[src/rtl/uart_receiver.sv]
// 16x oversampled UART receiver: start/data/stop framing of the rx pin.
// Optional parity stage is enabled by defining UART_RX_PARITY_EN.
module uart_receiver #(
    parameter int DBIT       = 8,
    parameter int SB_TICK    = 16,
    parameter int PARITY_ODD = 0
) (
    input  logic            clk,
    input  logic            reset,
    input  logic            rx,
    input  logic            s_tick,
    output logic            rx_done_tick,
    output logic [DBIT-1:0] dout,
    output logic            frame_err
`ifdef UART_RX_PARITY_EN
    ,
    output logic            parity_err
`endif
);

    localparam int SW = (SB_TICK > 16) ? 5 : 4;
    localparam int NW = (DBIT > 1) ? $clog2(DBIT) : 1;

    localparam logic [SW-1:0] S_MID  = SW'(7);
    localparam logic [SW-1:0] S_LAST = SW'(15);
    localparam logic [SW-1:0] S_STOP = SW'(SB_TICK - 1);
    localparam logic [NW-1:0] N_LAST = NW'(DBIT - 1);

    typedef enum logic [2:0] {
        ST_IDLE,
        ST_START,
        ST_DATA,
        ST_PARITY,
        ST_STOP
    } state_t;

    logic            r_rx_meta;
    logic            r_rx_s;
    state_t          r_state;
    logic [SW-1:0]   r_s;
    logic [NW-1:0]   r_n;
    logic [DBIT-1:0] r_b;
    logic [DBIT-1:0] r_dout;
    logic            r_done;
    logic            r_ferr;

    state_t          w_state_nxt;
    logic [SW-1:0]   w_s_nxt;
    logic [NW-1:0]   w_n_nxt;
    logic [DBIT-1:0] w_b_nxt;
    logic [DBIT-1:0] w_dout_nxt;
    logic            w_done_nxt;
    logic            w_ferr_nxt;

`ifdef UART_RX_PARITY_EN
    logic            r_ppend;
    logic            r_perr;
    logic            w_ppend_nxt;
    logic            w_perr_nxt;
`endif

    // rx is asynchronous; both flops idle high so reset never looks like a start bit
    always_ff @(posedge clk or negedge reset) begin
        if (!reset) begin
            r_rx_meta <= 1'b1;
            r_rx_s    <= 1'b1;
        end else begin
            r_rx_meta <= rx;
            r_rx_s    <= r_rx_meta;
        end
    end

    always_ff @(posedge clk or negedge reset) begin
        if (!reset) begin
            r_state <= ST_IDLE;
            r_s     <= '0;
            r_n     <= '0;
            r_b     <= '0;
            r_dout  <= '0;
            r_done  <= 1'b0;
            r_ferr  <= 1'b0;
`ifdef UART_RX_PARITY_EN
            r_ppend <= 1'b0;
            r_perr  <= 1'b0;
`endif
        end else begin
            r_state <= w_state_nxt;
            r_s     <= w_s_nxt;
            r_n     <= w_n_nxt;
            r_b     <= w_b_nxt;
            r_dout  <= w_dout_nxt;
            r_done  <= w_done_nxt;
            r_ferr  <= w_ferr_nxt;
`ifdef UART_RX_PARITY_EN
            r_ppend <= w_ppend_nxt;
            r_perr  <= w_perr_nxt;
`endif
        end
    end

    always_comb begin
        w_state_nxt = r_state;
        w_s_nxt     = r_s;
        w_n_nxt     = r_n;
        w_b_nxt     = r_b;
        w_dout_nxt  = r_dout;
        w_done_nxt  = 1'b0;
        w_ferr_nxt  = r_ferr;
`ifdef UART_RX_PARITY_EN
        w_ppend_nxt = r_ppend;
        w_perr_nxt  = r_perr;
`endif
        unique case (r_state)
            ST_IDLE: begin
                if (!r_rx_s) begin
                    w_state_nxt = ST_START;
                    w_s_nxt     = '0;
                end
            end
            ST_START: begin
                if (s_tick) begin
                    if (r_s == S_MID) begin
                        if (!r_rx_s) begin
                            w_state_nxt = ST_DATA;
                            w_s_nxt     = '0;
                            w_n_nxt     = '0;
                        end else begin
                            w_state_nxt = ST_IDLE;
                        end
                    end else begin
                        w_s_nxt = r_s + SW'(1);
                    end
                end
            end
            ST_DATA: begin
                if (s_tick) begin
                    if (r_s == S_LAST) begin
                        w_b_nxt = {r_rx_s, r_b[DBIT-1:1]};
                        w_s_nxt = '0;
                        if (r_n == N_LAST) begin
`ifdef UART_RX_PARITY_EN
                            w_state_nxt = ST_PARITY;
`else
                            w_state_nxt = ST_STOP;
`endif
                        end else begin
                            w_n_nxt = r_n + NW'(1);
                        end
                    end else begin
                        w_s_nxt = r_s + SW'(1);
                    end
                end
            end
`ifdef UART_RX_PARITY_EN
            ST_PARITY: begin
                if (s_tick) begin
                    if (r_s == S_LAST) begin
                        w_ppend_nxt = ^r_b ^ r_rx_s ^ 1'(PARITY_ODD);
                        w_s_nxt     = '0;
                        w_state_nxt = ST_STOP;
                    end else begin
                        w_s_nxt = r_s + SW'(1);
                    end
                end
            end
`endif
            ST_STOP: begin
                if (s_tick) begin
                    if (r_s == S_STOP) begin
                        w_done_nxt  = 1'b1;
                        w_dout_nxt  = r_b;
                        w_ferr_nxt  = ~r_rx_s;
`ifdef UART_RX_PARITY_EN
                        w_perr_nxt  = r_ppend;
`endif
                        w_state_nxt = ST_IDLE;
                    end else begin
                        w_s_nxt = r_s + SW'(1);
                    end
                end
            end
            default: begin
                w_state_nxt = ST_IDLE;
            end
        endcase
    end

    assign rx_done_tick = r_done;
    assign dout         = r_dout;
    assign frame_err    = r_ferr;
`ifdef UART_RX_PARITY_EN
    assign parity_err   = r_perr;
`endif

endmodule

[config.mk]
export PLATFORM = sky130hd
export DESIGN_NAME = uart_receiver
export DESIGN_NICKNAME = d
export VERILOG_FILES = /design/src/rtl/uart_receiver.sv
export SDC_FILE = /design/constraint.sdc
export NUM_CORES = 1
export LEC_CHECK = 0
export BUFFER_PORTS_ARGS = -buffer_cell sky130_fd_sc_hd__buf_2
export CAP_MARGIN = 10
export CORE_MARGIN = 2
export CORE_UTILIZATION = 45
export DETAILED_ROUTE_END_ITERATION = 6
export PLACE_DENSITY_LB_ADDON = 0.08
export SLEW_MARGIN = 10
export SYNTH_ARGS = -nofsm -noshare
export SYNTH_HDL_FRONTEND = slang
export SYNTH_SLANG_ARGS = --single-unit
[constraint.sdc]
create_clock -name clk -period 2.6 [get_ports clk]
set_clock_uncertainty 0.1 [all_clocks]
set_input_delay 0.78 -clock clk [delete_from_list [all_inputs] [get_ports clk]]
set_output_delay 0.78 -clock clk [all_outputs]
set_load 0.005 [all_outputs]
==> key figures, run 1 <==
Detailed routing
  • Via count: between 900 and 1k
  • DRT Wirelength: around 2700 um
  • DR vias/cell: 5.42
  • DRT Pass-1 Iters: 4
  • Residual DRC: 0
  • Iter 0 DRT Violations: 65
  • Routed Antenna Nets: 0
  • Routed len/inst: around 14 um

Floorplanning
  • Initial Util: 0.474
  • I/O Pins: 14
  • Die area: between 3000 and 4000 um2
  • Num rows: 20
  • Core Area: 3080 um2
  • Die height: between 60 and 70 um
  • DIE WIDTH: 61.0 um

Timing
  • Fin crit share: 0.821
  • Relative slew margins: 0.577
  • Minimum clock period: 2130 ps
  • F_max: 468 MHz
  • Post-Route Setup TNS: 0 ps
  • Final setup fails: 0
  • Worst Max-Slew Pin Slew: between 600 and 700 ps
  • Fin. Hold Viols: 0
  • Fin worst setup slack: 465 ps
  • Max-slew violations: 0
  • RSZ-0062 raised after global routing: no

Pwr
  • Switching share of total power: 0.351
  • Worst vdd ir: 0.387 mV
  • Switching power: 472 uW
  • Leakage power total: just over 0.0008 uW
  • Pint: 872 uW
  • Power per Cell Area: 826 nW/um2
  • Clock share of power: 0.210
  • Reg power frac: 0.465
  • Comb power frac: 0.324

Placement
  • Setup slack at placement: 455 ps
  • Placer Congestion: approximately 0.80
  • DP HPWL: 1920 um
  • PortBufs: 13
  • DP Cell Count: 176

Clock network
  • Resized cells post-CTS: 0
  • Clock sink count: 30
  • Clock buffer depth: 2
  • CTS clk-pin slew, worst paths: 90 ps
  • Clk_lat worst skew: 310 ps
  • Cts hold-fix bufs: 0
  • Root Buffer: clkbuf_4
  • CTS buffer count: 5
  • CTS tree: yes
  • Setup Buffers After CTS: 0
  • H-tree levels: 2

Job
  • Maxcap violations: 0

Synth
  • Flops & latches, synth: 30
  • Distinct cell type count after synthesis: 41
  • Register area share after synthesis: 0.516
  • EDFF count, synth: 0
  • Synthesized net count: 129
  • XOR/XNOR Fraction of Synth Area: 0.0180
  • Simple-Gate Fraction of Synth Area: 0.128
  • Main combinational cell family by area after synthesis: multiplexers
  • Post-Syn Instances: 122
  • Adder-cell share of the synthesized area: 0.0257
  • Mapped Area: 1460 um2
  • Async SR Flop Fraction: 1.00
  • Synth Flop Type: dfrtp_1
  • Synth Warn #: 0
  • Mux share of post-synthesis cell area: 0.160
  • Compound-cell area share of the yosys netlist: 0.118
  • Avg Cell Area, Syn: 12.0 um2

Run status
  • Status: complete, no violations

Global route
  • First-pass GRT wire length: 4570 um
  • Vias in the first global route: 950
  • Antenna violations before repair: 0
  • Total track usage: 0.173
  • Remaining Overflow, GRT: 0
  • Largest net degree at the start of global routing: 31

Setup path
  • Critical Path End Type: flop
  • Worst Path Max Fanout: 16
  • Worst-path cell chain: or3b_4, nor3_4, mux2_2
  • Setup crit start kind: flop
  • Crit path kind: reg -> reg
  • Slowest CP cell: dfrtp_1
  • Arr. time, crit path: 2240 ps
  • Max stage delay on crit path: ~560 ps
  • WP data required: 2710 ps

Final layout
  • Fraction of layout cells with a size suffix above 1: 0.350
  • Antenna cells: 0
  • Final #Nets: ~150
  • Area growth syn-to-layout: 11.5%
  • Finished Layout Cells: between 150 and 200
  • Reg area: ~750 um2
  • Area of the multi-input gates: 657 um2
  • Fillers: 286

Worst hold path
  • Hold Crit Class: reg -> reg
==> worst max-delay path: cells and delay by family (launching register included) <==
kind	cells	cell delay, ps
flops	1	560
mux	1	400
simple gates	2	970
==> cells in the mapped netlist, types with 2 or more instances <==
master   number  area, um2
xor2_1        2       17.5
mux2_2       19        214
a21oi_1       3       15.0
mux2i_1       2       20.0
buf_2         4       20.0
nand3_1       5       25.0
nor2_1        6       22.5
a22o_1        3       26.3
o21ai_0       4       20.0
nor2b_1       3       18.8
nor3_1        2       10.0
nand2_1       6       22.5
dfstp_2       2       52.6
dfrtp_1      28        701
inv_1         4       15.0
ha_1          3       37.5
a211o_1       2       17.5
==> state kept, by name, summed over array words and instances (netlist names) <==
signal,count
r_s,4
r_rx_s,1
r_rx_meta,1
dout,8
r_n,3
rx_done_tick,1
r_b,8
frame_err,1
r_state,3
==> area by class of cell <==
type / instances / share of cell area
multi-input combinational: 82 / 0.404
clock inverter: 1 / 0.00307
sequential: 30 / 0.463
tap: 44 / 0.0338
clock buffer: 7 / 0.0338
inverter: 4 / 0.00922
timing repair buffer: 16 / 0.0538
==> per-layer routing <==
| metal | track usage | part of all wire | vias up |
|---|---|---|---|
| li1 | - | - | 482 |
| met1 | 0.212 | 0.45 | 495 |
| met2 | 0.276 | 0.50 | 18 |
| met3 | 0.0682 | 0.042 | 2 |
| met4 | 0.0652 | 0.0071 | 0 |
| met5 | 0 | 0 | - |
==> cells by family (layout without fill, tap and decap cells) <==
logic type | Yosys count | count (layout)
DFF | 30 | 30
buffers and inverters | 10 | 28
adders and majority gates | 3 | 3
and+or+nand+nor | 32 | 32
xor gates and xnor gates | 3 | 3
muxes | 21 | 21
AOI/OAI and AO/OA | 23 | 23
==> path summary, 6_finish.rpt <==
check | endpoint | from | depth (start not counted) | slack [ps]
worst max-delay path | dout[6] | r_state[0] | 3 | 470
worst min-delay path | r_rx_s | r_rx_meta | 0 | 260
worst max register to register | dout[6] | r_state[0] | 3 | 470
worst min register to register | r_rx_s | r_rx_meta | 0 | 260
max in group asynchronous | r_n[2] | reset | 1 | 1610
min in group asynchronous | dout[5] | reset | 1 | 370
==> cell usage in the layout, fill, tap and decap left out, types with 2 or more instances in the layout <==
cell type  Yosys  final
nor2_1         6      6
dfrtp_1       28     28
nand2_1        6      6
buf_2          4     13
mux2i_1        2      2
clkbuf_4       0      5
nor3_1         2      2
nor2b_1        3      3
dfstp_2        2      2
a21oi_1        3      3
ha_1           3      3
xor2_1         2      2
o21ai_0        4      4
a22o_1         3      3
buf_4          0      3
nand3_1        5      5
a211o_1        2      2
mux2_2        19     19
inv_1          4      4
==> power by group through the flow <==
stage               logic [uW]  clock network, uW  registers, uW
floorplan                  425                  0            569
global placement           428                  0            633
detailed placement         435                  0            634
CTS                        438                296            625
global route               491                319            638
finish                     435                283            626
==> through the flow <==
stage / area, um2 / total power (uW) / hold WS [ps] / util
after floorplan: 1460 / 994 / 245 / -
after global placement: 1570 / 1060 / 246 / 0.509
after detailed placement: 1570 / 1070 / 248 / 0.509
after CTS: 1630 / 1360 / 261 / 0.529
after global routing: 1630 / 1450 / 264 / 0.529
final: 1630 / 1340 / 260 / 0.529
No activity file was read; power rests on OpenSTA's default activity.
==> inputs of run 2 (changes only) <==
ABC_AREA = 1   (was unset)
clock period = 1.95 ns   (was 2.6 ns; I/O delays follow)
==> key figures, run 2 <==
Run status
  • Status: complete, no violations (unchanged)

Synth
  • Synth Flop Type: dfrtp_1 (unchanged)
  • Register area share after synthesis: 0.443 (was 0.516)
  • Synth Warn #: 0 (unchanged)
  • Avg Cell Area, Syn: 8.14 um2 (was 12.0 um2)
  • Post-synth top area cell: dfrtp_1 (unchanged)
  • Compound-cell area share of the yosys netlist: 0.0831 (was 0.118)
  • XOR/XNOR Fraction of Synth Area: 0 (was 0.0180)
  • Synth top area share: 0.412 (was 0.480)
  • Adder-cell share of the synthesized area: 0.0221 (was 0.0257)
  • Post-Syn Instances: 209 (was 122)
  • Flops & latches, synth: 30 (unchanged)
  • Distinct cell type count after synthesis: 24 (was 41)
  • Top cells by area, synth: dfrtp_1 (41%), nand2_1 (16%), o21ai_2 (5.1%) (was dfrtp_1 (48%), mux2_2 (15%), dfstp_2 (3.6%))
  • EDFF count, synth: 0 (unchanged)
  • Synthesized net count: 216 (was 129)
  • Mux share of post-synthesis cell area: 0 (was 0.160)
  • Async SR Flop Fraction: 1.00 (unchanged)
  • Mapped Area: 1700 um2 (was 1460 um2)
  • Main combinational cell family by area after synthesis: simple AND/OR/NAND/NOR gates (was multiplexers)
  • Most common cell in the netlist: nand2_1 (was dfrtp_1)
  • Simple-Gate Fraction of Synth Area: 0.376 (was 0.128)
  • Most frequent cells after synthesis: nand2_1 (73), dfrtp_1 (28), inv_1 (20) (was dfrtp_1 (28), mux2_2 (19), nand2_1 (6), nor2_1 (6), nand3_1 (5))

Pwr
  • Comb power frac: 0.448 (was 0.324)
  • Reg power frac: 0.337 (was 0.465)
  • Pint: 1310 uW (was 872 uW)
  • Power per Cell Area: 1220 nW/um2 (was 826 nW/um2)
  • Clock share of power: 0.214 (was 0.210)
  • Worst vdd ir: 0.614 mV (was 0.387 mV)
  • Switching share of total power: 0.434 (was 0.351)
  • Switching power: 1000 uW (was 472 uW)
  • Overall power: 2310 uW (was 1340 uW)
  • Leakage power total: 0.00100 uW (was 0.000809 uW)

Floorplanning
  • I/O Pins: 14 (unchanged)
  • Die height: 65.5 um (was 61.0 um)
  • Initial Util: 0.465 (was 0.474)
  • Num rows: 22 (was 20)
  • Die area: 4290 um2 (was 3720 um2)
  • DIE WIDTH: 65.5 um (was 61.0 um)
  • Core Area: 3660 um2 (was 3080 um2)

Setup path
  • Slowest CP cell: dfrtp_1 (unchanged)
  • Arr. time, crit path: 1770 ps (was 2240 ps)
  • Critical path's top delay family: simple AND/OR/NAND/NOR gates (unchanged)
  • Setup crit start kind: flop (unchanged)
  • Critical Path End Type: flop (unchanged)
  • Crit path kind: reg -> reg (unchanged)
  • WP data required: 2020 ps (was 2710 ps)
  • Max stage delay on crit path: 420 ps (was 560 ps)
  • Cell mode on critical path: nand2_1
  • Worst Path Max Fanout: 16 (unchanged)
  • Worst-path cell chain: ha_1, nand2_1, nor2_4, nand2_2, nand2_1, o21ai_2 (was or3b_4, nor3_4, mux2_2)
  • Worst path bufs/invs: 0 (unchanged)
  • FF-to-FF setup slack: 250 ps (was 470 ps)

Clock network
  • Resized cells post-CTS: 0 (unchanged)
  • H-tree levels: 2 (unchanged)
  • Cts hold-fix bufs: 0 (unchanged)
  • CTS tree: yes (unchanged)
  • CTS clk-pin slew, worst paths: 70 ps (was 90 ps)
  • Clock buffer depth: 2 (unchanged)
  • Root Buffer: clkbuf_8 (was clkbuf_4)
  • Setup Buffers After CTS: 0 (unchanged)
  • CTS buffer count: 5 (unchanged)
  • Clock sink count: 30 (unchanged)
  • Clk_lat worst skew: 280 ps (was 310 ps)

Timing
  • Relative slew margins: 0.563 (was 0.577)
  • Fin crit share: 0.874 (was 0.821)
  • Post-Route Setup TNS: 0 ps (unchanged)
  • F_max: 587 MHz (was 468 MHz)
  • Final setup fails: 0 (unchanged)
  • Worst Max-Slew Pin Slew: 655 ps (was 635 ps)
  • Minimum clock period: 1700 ps (was 2130 ps)
  • RSZ-0062 raised after global routing: no (unchanged)
  • Max-slew violations: 0 (unchanged)
  • Fin. Hold Viols: 0 (unchanged)

Placement
  • DP HPWL: 2530 um (was 1920 um)
  • Placer Congestion: 0.844 (was 0.800)
  • PortBufs: 13 (unchanged)
  • Placed inst area: 1810 um2 (was 1570 um2)

Global route
  • M1 GR Usage: 0.237 (was 0.212)
  • First-pass GRT wire length: 5980 um (was 4570 um)
  • Largest net degree at the start of global routing: 31 (unchanged)
  • Vias in the first global route: 1304 (was 950)
  • Antenna violations before repair: 0 (unchanged)
  • Global Route met3 Usage: 0.0462 (was 0.0682)
  • Remaining Overflow, GRT: 0 (unchanged)
  • Total track usage: 0.187 (was 0.173)
  • Gr busiest metal: met2 (unchanged)
  • GR Layer Usage met2: 0.313 (was 0.276)

Final layout
  • Antenna cells: 0 (unchanged)
  • Fraction of layout cells with a size suffix above 1: 0.276 (was 0.350)
  • Post-route cell area: 1900 um2 (was 1630 um2)
  • Final #Nets: 234 (was 146)
  • Most frequent cells in the layout: nand2_1 (73), dfrtp_1 (28), inv_1 (20), nand3_1 (16), buf_2 (13) (was dfrtp_1 (28), mux2_2 (19), buf_2 (13), nor2_1 (6), nand2_1 (6))
  • Commonest non-fill, non-tap cell in the layout: nand2_1 (was dfrtp_1)
  • Area growth syn-to-layout: 11.5% (about the same)

Detailed routing
  • DR vias/cell: 5.00 (was 5.42)
  • Iter 0 DRT Violations: 116 (was 65)
  • DRT Wirelength: 3400 um (was 2660 um)
  • DRT Pass-1 Iters: 4 (unchanged)
  • Residual DRC: 0 (unchanged)
  • Via count: 1380 (was 997)
  • Routed Antenna Nets: 0 (unchanged)
  • Routed len/inst: 12.3 um (was 14.4 um)

Worst hold path
  • Hold Crit Class: in -> async (was reg -> reg)

Job
  • Maxcap violations: 0 (unchanged)
==> run 2: cell count changes after synthesis, sizes merged, moves of 3 or more <==
cell and delta:
a22o -3, inv +21, mux2 -19, nand2 +74, nand3 +17, nand4 +5
nor2 +10, nor2b -3, nor3 -4, o21ai +14
==> run 2: metal layers <==
layer  routed length [um]  share of wire
met5                    0              0
met4                   31         0.0091
met3                   94          0.028
met2                 1730           0.51
met1                 1540           0.45
==> run 2: logic make-up (layout without fill, tap and decap cells) <==
family | after synthesis | after routing
AOI/OAI and AO/OA | 20 | 20
DFF | 30 | 30
buffers and inverters | 29 | 48
adders and majority gates | 3 | 3
and+or+nand+nor | 127 | 127
==> run 2: worst paths after layout <==
path / startpoint / endpoint / cells past startpoint
setup reg to reg: r_s[1] / r_b[0] / 6
hold reg to reg: r_rx_meta / r_rx_s / 0
setup / recovery: r_s[1] / r_b[0] / 6
max in group asynchronous: reset / r_n[0] / 1
hold / removal: reset / dout[6] / 1
min in group clk: r_rx_meta / r_rx_s / 0
==> run 2: stage by stage <==
stage | cells | setup slack [ps] | hold WS, ps | utilization
after global routing | 276 | 115 | 269 | 0.518
after floorplan | 209 | 419 | 189 | -
after detailed placement | 268 | 224 | 250 | 0.494
after global placement | 268 | 280 | 246 | 0.494
after CTS | 276 | 237 | 241 | 0.518
final | 276 | 245 | 230 | 0.518
==> run 2: area by class of cell <==
class | instances | area [um2]
Sequential cell | 30 | 753
Clock inverter | 3 | 21.3
Tap cell | 48 | 60.1
Timing Repair Buffer | 15 | 80.1
Clock buffer | 5 | 68.8
Fill cell | 370 | 1760
Multi-Input combinational cell | 150 | 820
Inverter | 25 | 93.8
==> run 2: power groups by stage <==
stage / combinational [uW] / clock [uW] / sequential (uW)
floorplan: 845 / 0 / 770
global placement: 1020 / 0 / 787
detailed placement: 1040 / 0 / 790
CTS: 1040 / 509 / 778
global route: 1160 / 550 / 791
finish: 1030 / 495 / 779
==> inputs of run 3 (changes only) <==
MAX_ROUTING_LAYER = met4   (was unset)
==> key figures, run 3 (synthesis gave the netlist of run 2 again) <==
Timing
  • Fin crit share: 0.849 (was 0.874)
  • Fin worst setup slack: 294 ps (was 245 ps)
  • RSZ-0062 raised after global routing: no (unchanged)
  • Post-Route Setup TNS: 0 ps (unchanged)
  • F_max: 604 MHz (was 587 MHz)
  • Max-slew violations: 0 (unchanged)
  • Worst Max-Slew Pin Slew: 674 ps (was 655 ps)
  • Final setup fails: 0 (unchanged)
  • Minimum clock period: 1660 ps (was 1700 ps)
  • Fin. Hold Viols: 0 (unchanged)
  • Relative slew margins: 0.551 (was 0.563)

Floorplanning
  • Num rows: 22 (unchanged)
  • Core Area: 3660 um2 (unchanged)
  • DIE WIDTH: 65.5 um (unchanged)
  • I/O Pins: 14 (unchanged)
  • Die height: 65.5 um (unchanged)
  • Initial Util: 0.465 (unchanged)
  • Die area: 4290 um2 (unchanged)

Detailed routing
  • Via count: 1363 (was 1380)
  • Routed len/inst: 12.4 um (was 12.3 um)
  • Iter 0 DRT Violations: 61 (was 116)
  • DRT Pass-1 Iters: 4 (unchanged)
  • DRT Wirelength: 3440 um (was 3400 um)
  • DR vias/cell: 4.94 (was 5.00)
  • Routed Antenna Nets: 0 (unchanged)
  • Residual DRC: 0 (unchanged)

Final layout
  • Fraction of layout cells with a size suffix above 1: 0.276 (unchanged)
  • Antenna cells: 0 (unchanged)
  • Finished Layout Cells: 276 (unchanged)
  • Fillers: 349 (was 370)
  • Final #Nets: 234 (unchanged)
  • Post-route cell area: 1900 um2 (about the same)
  • Commonest non-fill, non-tap cell in the layout: nand2_1 (unchanged)
  • Area growth syn-to-layout: 11.8% (was 11.5%)
  • Final core utilization: 0.519 (was 0.518)
  • Most frequent cells in the layout: nand2_1 (73), dfrtp_1 (28), inv_1 (20), nand3_1 (16), buf_2 (13) (unchanged)

Setup path
  • Worst R2R End: r_b[3] (was r_b[0])
  • FF-to-FF setup slack: 290 ps (was 250 ps)
  • Worst Path Max Fanout: 16 (unchanged)
  • Setup crit start kind: flop (unchanged)
  • WP data required: 2010 ps (was 2020 ps)
  • Crit path kind: reg -> reg (unchanged)
  • Reg2reg start: r_s[1] (unchanged)
  • R2R cell count: 6 (unchanged)
  • Arr. time, crit path: 1720 ps (was 1770 ps)
  • Critical Path End Type: flop (unchanged)

Pwr
  • Switching power: 995 uW (was 1000 uW)
  • Comb power frac: 0.446 (was 0.448)
  • Switching share of total power: 0.426 (was 0.434)
  • Worst vdd ir: 0.575 mV (was 0.614 mV)
  • Clock share of power: 0.221 (was 0.214)
  • Pint: 1340 uW (was 1310 uW)
  • Reg power frac: 0.333 (was 0.337)
  • Leakage power total: 0.00100 uW (about the same)
  • Power per Cell Area: 1230 nW/um2 (was 1220 nW/um2)

Clock network
  • Clock sink count: 30 (unchanged)
  • CTS buffer count: 5 (unchanged)
  • Resized cells post-CTS: 0 (unchanged)
  • Cts hold-fix bufs: 0 (unchanged)
  • Clock buffer depth: 2 (unchanged)
  • CTS clk-pin slew, worst paths: 60 ps (was 70 ps)
  • Setup Buffers After CTS: 0 (unchanged)
  • Root Buffer: clkbuf_8 (unchanged)
  • CTS tree: yes (unchanged)
  • H-tree levels: 2 (unchanged)
  • Clk_lat worst skew: 280 ps (about the same)

Global route
  • Antenna violations before repair: 0 (unchanged)
  • First-pass GRT wire length: 6100 um (was 5980 um)
  • Largest net degree at the start of global routing: 31 (unchanged)
  • Total track usage: 0.196 (was 0.187)
  • Vias in the first global route: 1328 (was 1304)
  • Remaining Overflow, GRT: 0 (unchanged)

Job
  • Maxcap violations: 0 (unchanged)

Placement
  • Setup slack at placement: 256 ps (was 224 ps)
  • Placer Congestion: 0.875 (was 0.844)
  • Placed inst area: 1810 um2 (unchanged)
  • PortBufs: 13 (unchanged)
  • DP Cell Count: 268 (unchanged)
  • DP HPWL: 2590 um (was 2530 um)

Worst hold path
  • Hold Crit Class: in -> async (unchanged)

Run status
  • Status: complete, no violations (unchanged)
run 3: cell types whose count changed in the layout (fill, tap and decap cells not counted), sizes merged:
cell	before	now
clkinv	2	1
clkbuf	5	6
run 3: final cells by class:
type	instances	area, um2	area share
clock buffers	6	82.6	0.0434
well taps	48	60.1	0.0316
repair buffers	15	80.1	0.0421
flip-flops and latches	30	753	0.396
clock inverters	2	12.5	0.00658
inverters	25	93.8	0.0493
multi-input cells	150	820	0.431
run 3: metrics by stage:
step / hold slack (ps) / total power (uW)
floorplan: 189 / 1620
global placement: 246 / 1810
detailed placement: 253 / 1830
CTS: 250 / 2360
global route: 271 / 2530
finish: 238 / 2330
run 3: routing by layer:
metal	up-vias	global-route usage	wire length, um
li1	701	-	-
met1	641	0.243	1560
met2	17	0.315	1720
met3	4	0.0462	126
met4	0	0.0703	27
met5	-	-	0
run 3: power by group through the flow:
stage                     combinational [uW]  clock (uW)  sequential (uW)
after detailed placement                1040           0              788
after global routing                    1180         566              789
after global placement                  1030           0              787
after CTS                               1050         537              778
after floorplan                          845           0              770
final                                   1040         516              778
run 3: worst max-delay path by stage:
stage	cells after the start	slack, ps	start	endpoint
2_1_floorplan	7	420	r_s[0]	dout[7]
3_3_place_gp	6	290	r_s[1]	r_b[1]
3_5_place_dp	6	260	s_tick	r_b[3]
4_1_cts	6	270	r_s[1]	r_b[3]
5_1_grt	6	100	r_s[1]	r_b[0]
6_report	6	290	r_s[1]	r_b[3]
run 3: critical path, stage by stage (launching register included):
cell	delay [ps]
dfrtp_1	400
ha_1	230
nand2_1	140
nor2_4	210
nand2_2	260
nand2_1	150
o21ai_2	60
